--- src/rtl/resilient_delay_tuner_pkg.sv ---
// Shared definitions for the resilient delay tuner: FSM state encoding and code step sizes.
package resilient_delay_tuner_pkg;

    typedef enum logic [1:0] {
        ST_IDLE    = 2'd0,
        ST_MEASURE = 2'd1,
        ST_ADJUST  = 2'd2,
        ST_SETTLE  = 2'd3
    } state_t;

    localparam int URG_STEP = 2;
    localparam int STEP     = 1;

endpackage

--- src/rtl/resilient_delay_tuner_if.sv ---
// Control/status bundle between the tuner and its host: enable, error flags, thresholds and codes.
interface resilient_delay_tuner_if #(
    parameter int N_STAGES = 2,
    parameter int CODE_W   = 4,
    parameter int CNT_W    = 6,
    parameter int WIN_W    = 8
);
    logic                         en;
    logic [N_STAGES-1:0]          err0;
    logic [N_STAGES-1:0]          err1;
    logic [WIN_W-1:0]             cfg_window;
    logic [CNT_W-1:0]             cfg_hi_thr;
    logic [CNT_W-1:0]             cfg_lo_thr;
    logic [N_STAGES*CODE_W-1:0]   dly_code;
    logic                         dly_code_vld;
    logic                         busy;
    logic [N_STAGES-1:0]          sat_flag;

    modport master (
        output en, err0, err1, cfg_window, cfg_hi_thr, cfg_lo_thr,
        input  dly_code, dly_code_vld, busy, sat_flag
    );

    modport slave (
        input  en, err0, err1, cfg_window, cfg_hi_thr, cfg_lo_thr,
        output dly_code, dly_code_vld, busy, sat_flag
    );

endinterface

--- src/rtl/resilient_delay_tuner_err_window_counter.sv ---
// Per-stage saturating error counter with a sticky urgent bit; clr wins over inc/urg.
module err_window_counter #(
    parameter int CNT_W = 6
) (
    input  logic             clk,
    input  logic             rst,
    input  logic             clr,
    input  logic             inc,
    input  logic             urg,
    output logic [CNT_W-1:0] count,
    output logic             urgent
);

    always_ff @(posedge clk or posedge rst) begin
        if (rst) begin
            count  <= '0;
            urgent <= 1'b0;
        end else if (clr) begin
            count  <= '0;
            urgent <= 1'b0;
        end else begin
            if (inc && (count != {CNT_W{1'b1}}))
                count <= count + CNT_W'(1);
            if (urg)
                urgent <= 1'b1;
        end
    end

endmodule

--- src/rtl/resilient_delay_tuner.sv ---
// Supervisor that measures per-stage error counts over a window and steers each delay-line code.
//   state      | meaning
//   ST_IDLE    | tuning disabled, codes retained
//   ST_MEASURE | counting errors over the window (early exit on severe error)
//   ST_ADJUST  | one cycle: compute and register new codes
//   ST_SETTLE  | codes stable, error inputs ignored
module resilient_delay_tuner
    import resilient_delay_tuner_pkg::*;
#(
    parameter int N_STAGES = 2,
    parameter int CODE_W   = 4,
    parameter int CNT_W    = 6,
    parameter int WIN_W    = 8,
    parameter int DLY_INIT = 4,
    parameter int DLY_MIN  = 1,
    parameter int SETTLE   = 4
) (
    input  logic                   clk,
    input  logic                   rst,
    resilient_delay_tuner_if.slave bus
);

    localparam int SET_W = (SETTLE > 1) ? $clog2(SETTLE) : 1;
    localparam logic [CODE_W-1:0] CODE_MAX  = {CODE_W{1'b1}};
    localparam logic [CODE_W-1:0] CODE_INIT = CODE_W'(DLY_INIT);
    localparam logic [CODE_W-1:0] CODE_MIN  = CODE_W'(DLY_MIN);
    localparam logic [CODE_W-1:0] URG_INC   = CODE_W'(URG_STEP);
    localparam logic [CODE_W-1:0] STEP_INC  = CODE_W'(STEP);
    localparam logic [SET_W-1:0]  SET_LOAD  = SET_W'(SETTLE - 1);

    state_t state, state_nxt;

    logic [WIN_W-1:0]                win_cnt;
    logic [SET_W-1:0]                set_cnt;
    logic [CNT_W-1:0]                hi_q;
    logic [CNT_W-1:0]                lo_q;
    logic                            load_win;
    logic                            load_set;
    logic                            cnt_clr;
    logic                            do_adjust;
    logic                            measuring;
    logic                            early;
    logic [N_STAGES-1:0]             inc;
    logic [N_STAGES-1:0]             urg;
    logic [N_STAGES-1:0]             urgent;
    logic [N_STAGES-1:0]             changed;
    logic [N_STAGES-1:0]             sat_hit;
    logic [N_STAGES-1:0][CNT_W-1:0]  cnt;
    logic [N_STAGES-1:0][CODE_W-1:0] code_q;
    logic [N_STAGES-1:0][CODE_W-1:0] code_adj;
    logic [N_STAGES-1:0]             sat_q;
    logic                            vld_q;

    assign measuring = (state == ST_MEASURE) && bus.en;
    assign inc       = {N_STAGES{measuring}} & (bus.err0 | bus.err1);
    assign urg       = {N_STAGES{measuring}} & bus.err1;
    // An urgent bit can only be set by the severe error that also ends the window.
    assign early     = |urgent;

    for (genvar g = 0; g < N_STAGES; g++) begin : g_stage
        err_window_counter #(.CNT_W(CNT_W)) u_cnt (
            .clk    (clk),
            .rst    (rst),
            .clr    (cnt_clr),
            .inc    (inc[g]),
            .urg    (urg[g]),
            .count  (cnt[g]),
            .urgent (urgent[g])
        );
    end

    always_ff @(posedge clk or posedge rst) begin
        if (rst)
            state <= ST_IDLE;
        else
            state <= state_nxt;
    end

    always_comb begin
        state_nxt = state;
        load_win  = 1'b0;
        load_set  = 1'b0;
        cnt_clr   = 1'b0;
        do_adjust = 1'b0;
        if (!bus.en) begin
            state_nxt = ST_IDLE;
            cnt_clr   = 1'b1;
        end else begin
            case (state)
                ST_IDLE: begin
                    state_nxt = ST_MEASURE;
                    load_win  = 1'b1;
                    cnt_clr   = 1'b1;
                end
                ST_MEASURE: begin
                    if ((|bus.err1) || (|urgent) || (win_cnt == '0))
                        state_nxt = ST_ADJUST;
                end
                ST_ADJUST: begin
                    do_adjust = 1'b1;
                    cnt_clr   = 1'b1;
                    load_set  = 1'b1;
                    state_nxt = ST_SETTLE;
                end
                ST_SETTLE: begin
                    if (set_cnt == '0) begin
                        state_nxt = ST_MEASURE;
                        load_win  = 1'b1;
                    end
                end
                default: state_nxt = ST_IDLE;
            endcase
        end
    end

    // Thresholds are captured with the window so a host update mid-window has no effect.
    always_ff @(posedge clk or posedge rst) begin
        if (rst) begin
            win_cnt <= '0;
            set_cnt <= '0;
            hi_q    <= '0;
            lo_q    <= '0;
        end else begin
            if (load_win) begin
                win_cnt <= (bus.cfg_window == '0) ? '0 : bus.cfg_window - WIN_W'(1);
                hi_q    <= bus.cfg_hi_thr;
                lo_q    <= bus.cfg_lo_thr;
            end else if ((state == ST_MEASURE) && (win_cnt != '0)) begin
                win_cnt <= win_cnt - WIN_W'(1);
            end
            if (load_set)
                set_cnt <= SET_LOAD;
            else if ((state == ST_SETTLE) && (set_cnt != '0))
                set_cnt <= set_cnt - SET_W'(1);
        end
    end

    // An inverted threshold pair holds every non-urgent stage, even when the count is low.
    always_comb begin
        code_adj = code_q;
        changed  = '0;
        sat_hit  = '0;
        for (int i = 0; i < N_STAGES; i++) begin
            if (urgent[i]) begin
                code_adj[i] = (code_q[i] >= CODE_MAX - URG_INC) ? CODE_MAX : code_q[i] + URG_INC;
            end else if (!early && (lo_q <= hi_q)) begin
                if (cnt[i] > hi_q)
                    code_adj[i] = (code_q[i] >= CODE_MAX - STEP_INC) ? CODE_MAX : code_q[i] + STEP_INC;
                else if (cnt[i] < lo_q)
                    code_adj[i] = (code_q[i] > CODE_MIN) ? code_q[i] - STEP_INC : code_q[i];
            end
            changed[i] = (code_adj[i] != code_q[i]);
            sat_hit[i] = changed[i] && (code_adj[i] == CODE_MAX);
        end
    end

    always_ff @(posedge clk or posedge rst) begin
        if (rst) begin
            code_q <= {N_STAGES{CODE_INIT}};
            vld_q  <= 1'b0;
            sat_q  <= '0;
        end else begin
            vld_q <= do_adjust && (|changed);
            if (do_adjust)
                code_q <= code_adj;
            if (!bus.en)
                sat_q <= '0;
            else if (do_adjust)
                sat_q <= sat_q | sat_hit;
        end
    end

    assign bus.dly_code     = code_q;
    assign bus.dly_code_vld = vld_q;
    assign bus.busy         = (state != ST_IDLE);
    assign bus.sat_flag     = sat_q;

endmodule

--- src/flat_wrapper.sv ---
// flat-port wrapper written by rule: the top's interface ports become plain ports
module resilient_delay_tuner_flat import resilient_delay_tuner_pkg::*;
#(
    parameter int N_STAGES = 2,
    parameter int CODE_W   = 4,
    parameter int CNT_W    = 6,
    parameter int WIN_W    = 8,
    parameter int DLY_INIT = 4,
    parameter int DLY_MIN  = 1,
    parameter int SETTLE   = 4
)
  (clk, rst, bus_en, bus_err0, bus_err1, bus_cfg_window, bus_cfg_hi_thr, bus_cfg_lo_thr, bus_dly_code, bus_dly_code_vld, bus_busy, bus_sat_flag);
  resilient_delay_tuner_if #(.N_STAGES(N_STAGES), .CODE_W(CODE_W), .CNT_W(CNT_W), .WIN_W(WIN_W)) bus_i ();
  input  logic clk;
  input  logic rst;
  input wire logic [$bits(bus_i.en)-1:0] bus_en;
  input wire logic [$bits(bus_i.err0)-1:0] bus_err0;
  input wire logic [$bits(bus_i.err1)-1:0] bus_err1;
  input wire logic [$bits(bus_i.cfg_window)-1:0] bus_cfg_window;
  input wire logic [$bits(bus_i.cfg_hi_thr)-1:0] bus_cfg_hi_thr;
  input wire logic [$bits(bus_i.cfg_lo_thr)-1:0] bus_cfg_lo_thr;
  output wire logic [$bits(bus_i.dly_code)-1:0] bus_dly_code;
  output wire logic [$bits(bus_i.dly_code_vld)-1:0] bus_dly_code_vld;
  output wire logic [$bits(bus_i.busy)-1:0] bus_busy;
  output wire logic [$bits(bus_i.sat_flag)-1:0] bus_sat_flag;
  assign bus_i.en = bus_en;
  assign bus_i.err0 = bus_err0;
  assign bus_i.err1 = bus_err1;
  assign bus_i.cfg_window = bus_cfg_window;
  assign bus_i.cfg_hi_thr = bus_cfg_hi_thr;
  assign bus_i.cfg_lo_thr = bus_cfg_lo_thr;
  assign bus_dly_code = bus_i.dly_code;
  assign bus_dly_code_vld = bus_i.dly_code_vld;
  assign bus_busy = bus_i.busy;
  assign bus_sat_flag = bus_i.sat_flag;
  resilient_delay_tuner #(.N_STAGES(N_STAGES), .CODE_W(CODE_W), .CNT_W(CNT_W), .WIN_W(WIN_W), .DLY_INIT(DLY_INIT), .DLY_MIN(DLY_MIN), .SETTLE(SETTLE)) u_core (.clk(clk), .rst(rst), .bus(bus_i));
endmodule
--- config.mk ---
export PLATFORM = sky130hd
export DESIGN_NAME = resilient_delay_tuner_flat
export DESIGN_NICKNAME = d
export VERILOG_FILES = /design/src/rtl/resilient_delay_tuner_pkg.sv /design/src/rtl/resilient_delay_tuner_if.sv /design/src/rtl/resilient_delay_tuner_err_window_counter.sv /design/src/rtl/resilient_delay_tuner.sv /design/src/flat_wrapper.sv
export SDC_FILE = /design/constraint.sdc
export NUM_CORES = 1
export LEC_CHECK = 0
export CAP_MARGIN = 20
export CORE_MARGIN = 1
export CORE_UTILIZATION = 44
export DETAILED_ROUTE_END_ITERATION = 6
export PLACE_DENSITY = 0.61
export SLEW_MARGIN = 40
export SYNTH_ARGS = -nofsm -noshare
export SYNTH_HDL_FRONTEND = slang
export SYNTH_SLANG_ARGS = --single-unit
--- constraint.sdc ---
create_clock -name clk -period 3.2 [get_ports clk]
set_input_delay 0.48 -clock clk [delete_from_list [all_inputs] [get_ports clk]]
set_output_delay 0.48 -clock clk [all_outputs]
set_load 0.01 [all_outputs]
==> metrics list <==
* Run status: finished clean
- The library cell used most frequently in the layout, excluding fill and tap cells, is sky130_fd_sc_hd__nand2_1.
* Gate Count Post-Synth: 455
- Std-Cell Rows: 34
* Number of nets at the end of the flow: 570
* Worst-skew pair later-pin latency: 310 ps
- Once layout is complete, the cells apart from fillers number 600.
- Initial standard-cell utilization of the core: roughly 45%
* Most used cells in the layout excluding fill and tap cells: sky130_fd_sc_hd__nand2_1 (57), sky130_fd_sc_hd__ha_1 (52), sky130_fd_sc_hd__dfrtp_1 (47), sky130_fd_sc_hd__nor2_1 (39), sky130_fd_sc_hd__clkdlybuf4s50_1 (38)
- Detailed-routing iteration count for the pre-antenna-repair pass: 4
* Number of H-tree branching levels: 2
- The count of nets left with antenna violations once routing finished came out at 0.
- The final count of pins violating max slew was 0.
* DRC errors left: 0
- Mean area per synthesized cell: 8.59 um^2
- The floorplan step defined a die boundary enclosing roughly 9000 um^2.
- The worst setup path is captured at a flip-flop.
- End point of the critical path: u_core.bus.dly_code[3]
- FF-to-FF End: u_core.bus.dly_code[3]
- Vias after detailed routing: 3346
* Die boundary width: 96.3 um
- First-pass GRT wire length: 15000 um
- Number of nets produced by synthesis: 534
- Overall power consumption after layout is estimated at a little under 4 mW.
- The worst register-to-register path has a setup slack of 620 ps.
* Worst Setup Path Type: reg -> reg
* Number of distinct library cells after synthesis: 60
- The critical path crosses 8 cells after its start point.
- Root Buffer Master: sky130_fd_sc_hd__clkbuf_8
- Post-CTS repair timing setup buffer count: 0
* Core Area: 8680 um^2
- Count of buffers from port buffering: 38
- Yosys warning count: 0
- Pin placement for this block handled 39 I/O pins.
- The worst path uses 80.8% of the clock period.
* Final weighted congestion in routability-driven placement: 0.896
- Overall routing resource usage: about a fifth
* Post-Synthesis Cell Area: 3910 um^2
- Along the worst path, the maximum fanout reaches 7.
- Cells fill 51.8% of the core in the end.
- Fraction of registers with async set/reset: 100%
- In the final routed layout, each cell accounts on average for 15.1 um.
* Per-cell via count in the routed design: 5.58
- Clock buffers created by TritonCTS: 5
- Pin count of the biggest net entering global routing: 32
- The initial antenna violation count was 0.
* Post-synthesis register bit count: just under 50
* RSZ-0062 raised after global routing: false
- Number of cells upsized or downsized after cts: 0
- The startpoint identified for the worst register-to-register timing path is u_core.hi_q[5].
- For this run the aggregate overflow at the end of global routing stands at 0.
- Data arrival time of the worst path: roughly 2800 ps
- The critical path goes through inv_1, ha_1, nand4_1, o21bai_1, o32a_2, nor4b_1, nor3_1, mux2_2.
* Setup TNS Final: 0 ps
- CP startpoint: u_core.hi_q[5]
- VDD sags by at most 0.389 mV.
* Number of setup violations in the final report: 0
- Required time at the endpoint of the critical path: 3400 ps
* Inserted Diodes: 0
- TritonCTS built the clock tree.
- PwrDens: 862 nW/um^2
* Total number of clock tree sinks: 49
* Cell with the largest stage delay on the worst path: sky130_fd_sc_hd__o32a_2
* Number of max-cap violations: 0
- The worst hold path belongs to the class in -> async.
- Clock period minus final worst setup slack: 2580 ps
- Post-synthesis to final-layout area growth: 14.9%
- Die outline height: about 96 um
- Number of global-route vias before repair: 3050
* Ratio of cells with drive above 1 in the final layout: 7.72%
- Fin. Hold Viols: 0
* Max frequency: 387 MHz
- Initial DRC count: ~190
* Least-Margin Pin Slew: ~650 ps
* Post-cts hold buffer count: 0
- DP Wirelength: a little over 7000 um
* Pleak: 1.97 nW
* Clk pin slew, worst setup/hold paths: about 100 ps
* Portion of the post-synthesis area used by sequential elements: 31.4%
- For this run, the leading register cell type out of synthesis is sky130_fd_sc_hd__dfrtp_1.
- STA classifies the critical path startpoint as a flip-flop.
- Post-placement cell count: 592
- Buf+Inv Stages, Crit Path: 1
* Top cell family by delay on the critical path: simple AND/OR/NAND/NOR gates
- Post-route clock skew: 11.1 ps
- For the worst flop-to-flop path, the logic depth is 8.
- Counting flops with a built-in enable in the synthesized netlist gives 0.
* Wirelength, routed: 9080 um
* Worst slew slack as a fraction of its limit: 56.3%
- For this run, the slowest stage of the critical path takes 480 ps.
- No sink is reached through more buffers than the 2 on the longest clock path.
[metal layers]
| metal | GRT usage, % | share of wire (%) |
|---|---|---|
| met1 | 29.9 | 50 |
| met2 | 33.5 | 46 |
| met3 | 2.29 | 2.3 |
| met4 | 5.60 | 1.2 |
| met5 | 0 | 0 |
[state kept, by name, summed over array words and instances, names as in the netlist]
name,count
u_core.set_cnt,2
u_core.bus.dly_code_vld,1
u_core.win_cnt,8
u_core.hi_q,6
u_core.bus.dly_code,8
u_core.state,2
u_core.g_stage.u_cnt.urgent,2
u_core.lo_q,6
u_core.bus.sat_flag,2
u_core.g_stage.u_cnt.count,12
[where the power goes]
part | switching (mW) | internal, mW | total [mW] | leakage [nW]
combinational | 1.37 | 1.03 | 2.40 | 1.30
sequential | 0.243 | 0.828 | 1.07 | 0.625
clock | 0.221 | 0.176 | 0.397 | 0.0445
[synth_stat cells, drive strengths merged (3+ instances only)]
library cell | count | area [um^2]
nor3 | 9 | 45.0
nand4 | 9 | 56.3
a211oi | 7 | 52.6
nor3b | 4 | 35.0
nand2b | 5 | 31.3
xor2 | 10 | 87.6
clkbuf | 8 | 30.0
inv | 36 | 135
and3 | 5 | 36.3
or3 | 3 | 18.8
buf | 5 | 31.3
o31ai | 6 | 55.1
nand2 | 57 | 214
nor2 | 41 | 164
mux2 | 5 | 56.3
o211ai | 6 | 45.0
nand3 | 10 | 50.1
o32a | 3 | 43.8
o21a | 4 | 30.0
a31o | 3 | 26.3
a31oi | 8 | 50.1
dfrtp | 47 | 1180
ha | 52 | 651
o21ai | 28 | 140
xnor2 | 9 | 78.8
mux2i | 5 | 50.1
or2 | 3 | 18.8
a21oi | 37 | 193
nor4 | 3 | 18.8
[layout make-up]
| cell class | count | area [um^2] |
|---|---|---|
| flip-flops and latches | 49 | 1230 |
| fillers | 853 | 4180 |
| clock buffers | 7 | 86.3 |
| inverters | 36 | 135 |
| multi-input cells | 357 | 2490 |
| clock inverters | 1 | 7.51 |
| well taps | 108 | 135 |
| repair buffers | 42 | 410 |
[how the worst min path moves through the flow]
stage | cells past startpoint | slack [ps] | to
3_5_place_dp | 2 | 500 | u_core.set_cnt[1]
4_1_cts | 2 | 470 | u_core.lo_q[1]
6_report | 2 | 470 | u_core.lo_q[1]
3_3_place_gp | 2 | 500 | u_core.set_cnt[1]
5_1_grt | 2 | 500 | u_core.lo_q[1]
2_1_floorplan | 2 | 480 | u_core.set_cnt[1]
[cells by family (layout without fill, tap and decap cells)]
| group | after synthesis | count (layout) | share of synthesized area [%] |
|---|---|---|---|
| adders and majority gates | 52 | 52 | 16.6 |
| buffers and inverters | 49 | 86 | 5.02 |
| and+or+nand+nor | 156 | 156 | 19.0 |
| muxes | 10 | 10 | 2.72 |
| AOI/OAI and AO/OA | 120 | 120 | 21.0 |
| DFF | 49 | 49 | 31.4 |
| xor gates and xnor gates | 19 | 19 | 4.26 |
[stage by stage]
stage          hold slack, ps  cell area, um^2  setup WS [ps]
2_1_floorplan             479             3910            902
5_1_grt                   499             4490            323
4_1_cts                   468             4490            614
6_report                  469             4490            615
3_5_place_dp              501             4400            581
3_3_place_gp              497             4400            640
Power figures use the tool's default switching activity.
